## config.mk

```make
export PLATFORM = sky130hd
export DESIGN_NAME = pkt_prio_sched
export DESIGN_NICKNAME = d
export VERILOG_FILES = /design/src/rtl/pkt_prio_sched.sv
export SDC_FILE = /design/constraint.sdc
export NUM_CORES = 1
export LEC_CHECK = 0
export CAP_MARGIN = 20
export CORE_ASPECT_RATIO = 0.7
export CORE_UTILIZATION = 53
export DETAILED_ROUTE_END_ITERATION = 10
export PLACE_DENSITY = 0.81
export SLEW_MARGIN = 0
export SYNTH_ARGS = -nofsm -noshare
export SYNTH_HDL_FRONTEND = slang
export SYNTH_SLANG_ARGS = --single-unit
```

## constraint.sdc

```tcl
create_clock -name clk -period 4.75 [get_ports clk]
set_input_delay 0.7125 -clock clk [delete_from_list [all_inputs] [get_ports clk]]
set_output_delay 0.7125 -clock clk [all_outputs]
set_load 0.03 [all_outputs]
```

## src/rtl/pkt_prio_sched.sv

```systemverilog
// Strict-priority packet scheduler: per-priority circular queues drained to a valid/ready egress.
// Optional starvation guard enabled by defining PRIO_SCHED_STARVE_GUARD_EN.
module pkt_prio_sched #(
  parameter int DWIDTH       = 32,
  parameter int PRIOR_WIDTH  = 6,
  parameter int NUM_Q        = 8,
  parameter int Q_DEPTH      = 4,
`ifdef PRIO_SCHED_STARVE_GUARD_EN
  parameter int STARVE_LIMIT = 8,
`endif
  parameter int CNT_WIDTH    = 16
) (
  input  logic                   clk,
  input  logic                   rst,
  input  logic                   in_valid,
  input  logic [DWIDTH-1:0]      in_data,
  input  logic [PRIOR_WIDTH-1:0] in_prior,
  output logic                   out_valid,
  input  logic                   out_ready,
  output logic [DWIDTH-1:0]      out_data,
  output logic [PRIOR_WIDTH-1:0] out_prior,
  output logic [NUM_Q-1:0]       q_nonempty,
  output logic [CNT_WIDTH-1:0]   drop_cnt,
  output logic [CNT_WIDTH-1:0]   bad_prio_cnt
);

  localparam int QW = $clog2(NUM_Q);
  localparam int PW = $clog2(Q_DEPTH);
  localparam int CW = PW + 1;
  localparam logic [CW-1:0] FULL = CW'(Q_DEPTH);

  logic [DWIDTH-1:0]      mem_q [NUM_Q][Q_DEPTH];
  logic [PW-1:0]          wr_ptr_q [NUM_Q];
  logic [PW-1:0]          wr_ptr_d [NUM_Q];
  logic [PW-1:0]          rd_ptr_q [NUM_Q];
  logic [PW-1:0]          rd_ptr_d [NUM_Q];
  logic [CW-1:0]          count_q  [NUM_Q];
  logic [CW-1:0]          count_d  [NUM_Q];
  logic                   out_valid_q, out_valid_d;
  logic [DWIDTH-1:0]      out_data_q, out_data_d;
  logic [PRIOR_WIDTH-1:0] out_prior_q, out_prior_d;
  logic [CNT_WIDTH-1:0]   drop_q, drop_d;
  logic [CNT_WIDTH-1:0]   bad_q, bad_d;

  logic                   legal, enq_full, enq_ok, load_en, any_ne, pop;
  logic [QW-1:0]          in_idx, lo_idx, pop_idx;
  logic [NUM_Q-1:0]       enq_vec, deq_vec;

`ifdef PRIO_SCHED_STARVE_GUARD_EN
  localparam int SW = $clog2(STARVE_LIMIT + 1);
  logic [QW-1:0] hi_idx;
  logic [SW-1:0] starve_q, starve_d;
`endif

  // Selection uses pre-edge counts so a word written this cycle cannot be popped until the next.
  always_comb begin
    legal    = (in_prior != '0) && (in_prior < PRIOR_WIDTH'(NUM_Q));
    in_idx   = in_prior[QW-1:0];
    enq_full = (count_q[in_idx] == FULL);
    enq_ok   = in_valid && legal && !enq_full;
    any_ne   = 1'b0;
    lo_idx   = '0;
    for (int k = NUM_Q - 1; k >= 1; k--) begin
      if (count_q[k] != '0) begin
        any_ne = 1'b1;
        lo_idx = QW'(k);
      end
    end
    load_en = !out_valid_q || out_ready;
    pop     = load_en && any_ne;
`ifdef PRIO_SCHED_STARVE_GUARD_EN
    hi_idx = '0;
    for (int k = 1; k < NUM_Q; k++) begin
      if (count_q[k] != '0) hi_idx = QW'(k);
    end
    pop_idx  = (starve_q >= SW'(STARVE_LIMIT)) ? hi_idx : lo_idx;
    starve_d = starve_q;
    if (pop) starve_d = (pop_idx == hi_idx) ? '0 : starve_q + SW'(1);
`else
    pop_idx = lo_idx;
`endif
    enq_vec = enq_ok ? (NUM_Q'(1) << in_idx) : '0;
    deq_vec = pop ? (NUM_Q'(1) << pop_idx) : '0;
  end

  always_comb begin
    for (int k = 0; k < NUM_Q; k++) begin
      wr_ptr_d[k] = wr_ptr_q[k];
      rd_ptr_d[k] = rd_ptr_q[k];
      count_d[k]  = count_q[k];
      if (enq_vec[k]) wr_ptr_d[k] = wr_ptr_q[k] + PW'(1);
      if (deq_vec[k]) rd_ptr_d[k] = rd_ptr_q[k] + PW'(1);
      if (enq_vec[k] && !deq_vec[k]) count_d[k] = count_q[k] + CW'(1);
      if (!enq_vec[k] && deq_vec[k]) count_d[k] = count_q[k] - CW'(1);
    end
    out_valid_d = out_valid_q;
    out_data_d  = out_data_q;
    out_prior_d = out_prior_q;
    if (load_en) begin
      out_valid_d = any_ne;
      if (any_ne) begin
        out_data_d  = mem_q[pop_idx][rd_ptr_q[pop_idx]];
        out_prior_d = PRIOR_WIDTH'(pop_idx);
      end
    end
    drop_d = drop_q;
    bad_d  = bad_q;
    if (in_valid && legal && enq_full && (drop_q != '1)) drop_d = drop_q + CNT_WIDTH'(1);
    if (in_valid && !legal && (bad_q != '1)) bad_d = bad_q + CNT_WIDTH'(1);
  end

  always_ff @(posedge clk) begin
    if (!rst) begin
      for (int k = 0; k < NUM_Q; k++) begin
        wr_ptr_q[k] <= '0;
        rd_ptr_q[k] <= '0;
        count_q[k]  <= '0;
      end
      out_valid_q <= 1'b0;
      out_data_q  <= '0;
      out_prior_q <= '0;
      drop_q      <= '0;
      bad_q       <= '0;
`ifdef PRIO_SCHED_STARVE_GUARD_EN
      starve_q    <= '0;
`endif
    end else begin
      wr_ptr_q    <= wr_ptr_d;
      rd_ptr_q    <= rd_ptr_d;
      count_q     <= count_d;
      out_valid_q <= out_valid_d;
      out_data_q  <= out_data_d;
      out_prior_q <= out_prior_d;
      drop_q      <= drop_d;
      bad_q       <= bad_d;
`ifdef PRIO_SCHED_STARVE_GUARD_EN
      starve_q    <= starve_d;
`endif
    end
  end

  // Storage needs no reset: the counts alone decide which entries are live.
  always_ff @(posedge clk) begin
    if (enq_ok) mem_q[in_idx][wr_ptr_q[in_idx]] <= in_data;
  end

  always_comb begin
    q_nonempty = '0;
    for (int k = 1; k < NUM_Q; k++) q_nonempty[k] = (count_q[k] != '0);
  end

  assign out_valid    = out_valid_q;
  assign out_data     = out_data_q;
  assign out_prior    = out_prior_q;
  assign drop_cnt     = drop_q;
  assign bad_prio_cnt = bad_q;

endmodule

```

==> impl_metrics.toml, run 1 <==
[run_status]
run_status = "finished clean"

[floorplan]
start_util_pct = 54.0
die_w_um = 350
die-area_um2 = 86000
core_um2 = 83200
die_h_um = 246
ios = 121
num_rows = 88

[worst_setup_path]
critPathMaxFanout = 15
crit_type = "flop to flop"
worstSetupStartpointType = "flop"
worstPathRequired_ns = 5.34
crit_path_end_kind = "flop"
arrival_ns = 4.68

[layout]
fin_nets = 3440
multi_input_area_um2 = 11500
seqCellArea_um2 = 33200
drive_gt1_share_pct = 9.29
final_area_um2 = 52100
nFillCells = 5751
antenna_cells = 0
synthToLayoutAreaGrowth_pct = 15.9

[min_path]
hold_path_class = "primary input to flop"

[yosys]
synth_ff_type = "edfxtp_1"
postSynthAreaPerCell_um2 = 14.3
synth_edf_count = 1024
synth_warnings = 0
synth_largest_area_cell = "edfxtp_1"
ys_seq_elements = 1148
ys_seq_area_share_pct = 73.9
synth_cell_types = 69
yosysTopAreaCellShare_pct = 68.4
syn_area_um2 = 45000
synthArstFlopShare_pct = 0
synthCells = 3134
yosys-top-cells-area = "edfxtp_1 (68%), dfxtp_1 (5.5%), nand2_1 (2.5%), a21oi_1 (2.1%), o21ai_0 (2.0%)"

[route]
drc = 0
first_pass_iters = 5
ant_nets = 0
drtIter0Drc = 3735
viasPerCell = 6.34
routed_wl_um = 121000
avgRoutedWirePerCell_um = 26.5
vias = 29100

[clock_tree]
cts_hold_buf = 0
cts_buffers = 103
postCtsResizedCells = 0
cts_tree = "done"
cts_setup_buffers = 0
cts_max_level = 3
cts_root_buf = "clkbuf_16"
clkTransAtPathRegs_ns = 0.06
cts_sinks = 1148
cts_max_path_buffers = 3
clock_latency_ns = 0.69

[global_route]
grt_first_pass_wirelength_um = 180000
grt_pass1_vias = 28500
grt.total_usage_pct = 28.3
grt-ovfl-total = 0
antenna_found_initial = 3
grt_start_max_net_pins = 160

[timing]
finalCritPeriodShare_pct = 86.0
fin_setup_tns_ns = 0
finClkSkew_ns = 0.0379
fmax_mhz = 245
slew_viol_final = 0
finalHoldViolations = 0
rsz0062_at_grt = "false"
hold_ws_ns = 0.440
fin_crit_ns = 4.08
relSlewSlack_pct = 26.2
setup_viol = 0
worst_slew_pin_slew_ns = 1.10

[power_and_ir_drop]
power_per_cell_area_nw_per_um2 = 579
vdd_drop_max_uv = 713
power_leakage_nw = 17.2

[run]
maxCapViolations = 0

[placed_design]
place.gp.congestion = 0.877
portBuffers = 116
dpl.hpwl_um = 65500
dpl_cell_area_um2 = 48600
==> state kept, by name (all words and copies together), names as in the netlist <==
name and count:
out_prior 3, count_q 24, mem_q 1024, bad_prio_cnt 16, out_data 32, drop_cnt 16
wr_ptr_q 16, out_valid 1, rd_ptr_q 16
==> critical path, cell delays in order, from the launching register on <==
cell and delay (ns):
dfxtp_1 0.33, or3_1 0.52, a211oi_2 0.53, nor2_4 0.06
a21oi_1 0.16, buf_4 0.33, o22ai_1 0.14, nor2_1 0.23
a32o_2 0.61, nand2_1 0.66, o221ai_1 0.40
==> metrics by stage <==
| step | cells | power, W | setup WS (ns) | util [%] |
|---|---|---|---|---|
| floorplan | 3266 | 0.0183 | 0.749 | - |
| global placement | 4385 | 0.0216 | 0.804 | 58.3 |
| detailed placement | 4386 | 0.0219 | 0.718 | 58.3 |
| CTS | 4576 | 0.0299 | 0.868 | 62.3 |
| global route | 4590 | 0.0313 | 0.537 | 62.6 |
| finish | 4590 | 0.0302 | 0.667 | 62.6 |
==> final cells by class <==
class / instances / share of cell area (%)
inverters: 37 / 0.266
flip-flops and latches: 1148 / 63.7
clock inverters: 43 / 0.734
repair buffers: 223 / 4.97
multi-input cells: 1867 / 22.1
well taps: 1125 / 2.70
clock buffers: 147 / 5.51
==> path summary, 6_finish.rpt <==
check                             startpoint  slack [ns]  depth (start not counted)            to
worst max-delay path              count_q[8]        0.67                         10   out_data[1]
worst max register to register    count_q[8]        0.67                         10   out_data[1]
worst min-delay path                     rst        0.44                          2   rd_ptr_q[4]
worst min register to register  rd_ptr_q[15]        0.46                          1  rd_ptr_q[15]
==> report_power, final <==
part	switching [W]	internal [W]
logic	0.00741	0.00338
registers	0.000141	0.0112
clock network	0.00364	0.00445
total	0.0112	0.0190
==> synthesized netlist by cell type (all sizes together), types with 3 or more instances <==
| cell | n |
|---|---|
| a21boi | 12 |
| nor4 | 3 |
| ha | 10 |
| a32oi | 14 |
| mux2i | 80 |
| o221ai | 20 |
| a311o | 3 |
| buf | 54 |
| a22oi | 15 |
| and3 | 8 |
| o22ai | 117 |
| and2 | 74 |
| nor3b | 3 |
| or3 | 18 |
| edfxtp | 1024 |
| nand4 | 9 |
| inv | 37 |
| a211oi | 114 |
| mux4 | 9 |
| a31oi | 42 |
| nor2 | 91 |
| fa | 8 |
| a221oi | 75 |
| clkbuf | 160 |
| nand3 | 76 |
| a311oi | 6 |
| dfxtp | 124 |
| xor2 | 23 |
| a221o | 7 |
| a21oi | 194 |
| o31ai | 5 |
| o211ai | 41 |
| nor2b | 7 |
| xnor2 | 44 |
| o21ai | 192 |
| nand2 | 304 |
| nand2b | 8 |
| o211a | 3 |
| a22o | 5 |
| nor3 | 76 |
==> per-layer routing <==
| layer | global-route usage, % | wire length [um] | vias to the layer above |
|---|---|---|---|
| li1 | - | - | 12500 |
| met1 | 39.6 | 46100 | 14100 |
| met2 | 42.0 | 53600 | 2126 |
| met3 | 8.74 | 17500 | 316 |
| met4 | 9.97 | 4180 | 4 |
| met5 | 0 | 25 | - |
==> layout by cell type (no fill, tap or decap), types with 9 or more instances in the layout <==
master / Yosys / layout
nor2_4: 2 / 32
a221oi_1: 74 / 74
xnor2_1: 44 / 44
buf_4: 9 / 60
clkdlybuf4s50_1: 0 / 115
or3_1: 18 / 18
edfxtp_1: 1024 / 1024
nand4_1: 9 / 9
nand2_1: 303 / 297
a31oi_1: 41 / 41
clkbuf_1: 160 / 32
o22ai_1: 117 / 117
buf_12: 0 / 32
dfxtp_1: 124 / 124
clkinv_1: 0 / 15
mux4_2: 9 / 9
o211ai_1: 41 / 41
a32oi_1: 14 / 13
a22oi_1: 15 / 15
a21oi_1: 193 / 193
nand3_1: 76 / 76
a211oi_1: 112 / 112
clkbuf_16: 0 / 110
o221ai_1: 20 / 20
nor3_1: 70 / 70
a21boi_0: 12 / 12
o21ai_0: 182 / 182
clkinv_2: 0 / 13
clkbuf_8: 0 / 11
inv_1: 37 / 37
o21ai_1: 10 / 10
mux2i_1: 80 / 80
xor2_1: 23 / 23
conb_1: 2 / 134
nor2_1: 88 / 58
ha_1: 10 / 10
and2_1: 74 / 73
==> logic make-up after synthesis <==
group | Yosys count | share of synthesized area [%]
buffers and inverters | 251 | 2.31
flip-flops | 1148 | 73.9
adder cells (fa/ha/maj) | 18 | 0.634
AND/OR/NAND/NOR | 683 | 7.03
XOR/XNOR | 67 | 1.30
other | 2 | 0.0167
multiplexers | 91 | 2.28
AO/OA/AOI/OAI | 874 | 12.5
(Power assumes the default switching activity.)
==> run 2: changes to the inputs <==
--- a/config.mk
+++ b/config.mk
@@ -7,6 +7,7 @@
 export LEC_CHECK = 0
 export CAP_MARGIN = 20
 export CORE_ASPECT_RATIO = 0.7
+export CORE_MARGIN = 2
 export CORE_UTILIZATION = 53
 export DETAILED_ROUTE_END_ITERATION = 10
 export PLACE_DENSITY = 0.81
==> impl_metrics.toml, run 2 (synthesized netlist as in run 1, its figures left out) <==
[run_status]
run_status = "finished clean"

[clock_tree]
cts_setup_buffers = 0
clkTransAtPathRegs_ns = 0.07
cts_buffers = 102
cts_hold_buf = 0
cts_root_buf = "clkbuf_16"
cts_sinks = 1148
cts_max_path_buffers = 3
cts_tree = "done"
cts_max_level = 3
clock_latency_ns = 0.69
postCtsResizedCells = 0

[power_and_ir_drop]
power_leakage_nw = 17.3
power_per_cell_area_nw_per_um2 = 582
internal_power_w = 0.0192
vdd_drop_max_uv = 961
sw_frac_of_total_pct = 36.8
p_sw_w = 0.0112
combPwrFrac_pct = 35.3
pwr-share-seq_pct = 37.3
clock_power_share_pct = 27.4

[placed_design]
dpl_worst_slack_ns = 0.480
portBuffers = 116
dpl.cell_count = 4383
place.gp.congestion = 0.884
dpl.hpwl_um = 63900

[worst_setup_path]
crit_type = "flop to flop"
path_delay_family = "simple AND/OR/NAND/NOR gates"
cp_num_buf_inv = 1
path_common_cell = "nor3_2"
arrival_ns = 4.73
slowest_stage = "a32o_2"
worstSetupStartpointType = "flop"
crit_path_max_incr_delay_ns = 0.80
cp_cell_sequence = "nor3_2 > inv_1 > nor3_2 > nand2_4 > a21oi_1 > a32o_2 > nand2_1 > o221ai_1"
crit_path_end_kind = "flop"
critPathMaxFanout = 28
worstPathRequired_ns = 5.32

[global_route]
antenna_found_initial = 6
grt_first_pass_wirelength_um = 178000
grt-ovfl-total = 0
grt.total_usage_pct = 27.2
grt_start_max_net_pins = 131
grt_pass1_vias = 28400

[layout]
synthToLayoutAreaGrowth_pct = 16.3
final_cell_mix = "edfxtp_1 (1024), nand2_1 (298), a21oi_1 (193)"
multi_input_area_um2 = 11500
seqCellArea_um2 = 33200
layout_commonest_cell = "edfxtp_1"
fin_nets = 3431
drive_gt1_share_pct = 9.34
nFillCells = 5897
layout.cells.non_filler = 4598
largest_reg_flops = 1024

[floorplan]
ios = 121
core_um2 = 84200
die_w_um = 352
die-area_um2 = 87200
die_h_um = 248
start_util_pct = 53.4
num_rows = 89

[timing]
setup_viol = 0
finalHoldViolations = 0
worst_slew_pin_slew_ns = 1.09
worst_slack_ns = 0.598
slew_viol_final = 0
finalCritPeriodShare_pct = 87.4
rsz0062_at_grt = "false"
fmax_mhz = 241
fin_crit_ns = 4.15
finClkSkew_ns = 0.0251
relSlewSlack_pct = 27.4
fin_setup_tns_ns = 0

[min_path]
hold_path_class = "primary input to flop"

[run]
maxCapViolations = 0

[route]
avgRoutedWirePerCell_um = 26.1
viasPerCell = 6.36
ant_nets = 0
vias = 29200
first_pass_iters = 6
routed_wl_um = 120000
drc = 0
drtIter0Drc = 4240
-- run 2: layer usage --
layer	part of all wire, %	up-vias	global-route usage [%]
met4	3.3	6	9.45
met2	44	2142	40.8
met1	39	14300	38.3
met3	14	291	7.84
met5	0.030	-	0
li1	-	12500	-
-- run 2: final cells by class --
type	instances	area share, %
clock inverter	62	1.17
tap	1137	2.72
timing repair buffer	215	4.97
multi-input combinational	1867	22.0
sequential	1148	63.5
clock buffer	131	5.30
inverter	37	0.266
antenna	1	0.00478
-- run 2: through the flow --
step	power [W]	utilization (%)	hold WS [ns]	instance area (um^2)
2_1_floorplan	0.0183	-	0.425	45500
3_3_place_gp	0.0215	57.6	0.445	48500
3_5_place_dp	0.0218	57.6	0.451	48500
4_1_cts	0.0301	61.6	0.382	51800
5_1_grt	0.0314	62.1	0.413	52300
6_report	0.0304	62.1	0.424	52300
-- run 2: path summary, 6_finish.rpt --
check,startpoint,to,slack [ns],cells past startpoint
max,count_q[14],out_data[26],0.60,8
min,rst,out_data[5],0.42,3
max reg2reg,count_q[14],out_data[26],0.60,8
min reg2reg,wr_ptr_q[14],wr_ptr_q[14],0.47,1
-- run 2: worst register-to-register path: stages, from the launching register on --
cell and delay [ns]:
dfxtp_1 0.33, nor3_2 0.38, inv_1 0.22, nor3_2 0.49, nand2_4 0.38, a21oi_1 0.42
a32o_2 0.80, nand2_1 0.65, o221ai_1 0.37
-- run 2: power groups by stage --
stage	combinational (W)	sequential, W	clock (W)
after floorplan	0.00671	0.0116	0
after global placement	0.00999	0.0115	0
after detailed placement	0.0102	0.0116	0
after CTS	0.0104	0.0113	0.00839
after global routing	0.0113	0.0114	0.00876
final	0.0107	0.0113	0.00834
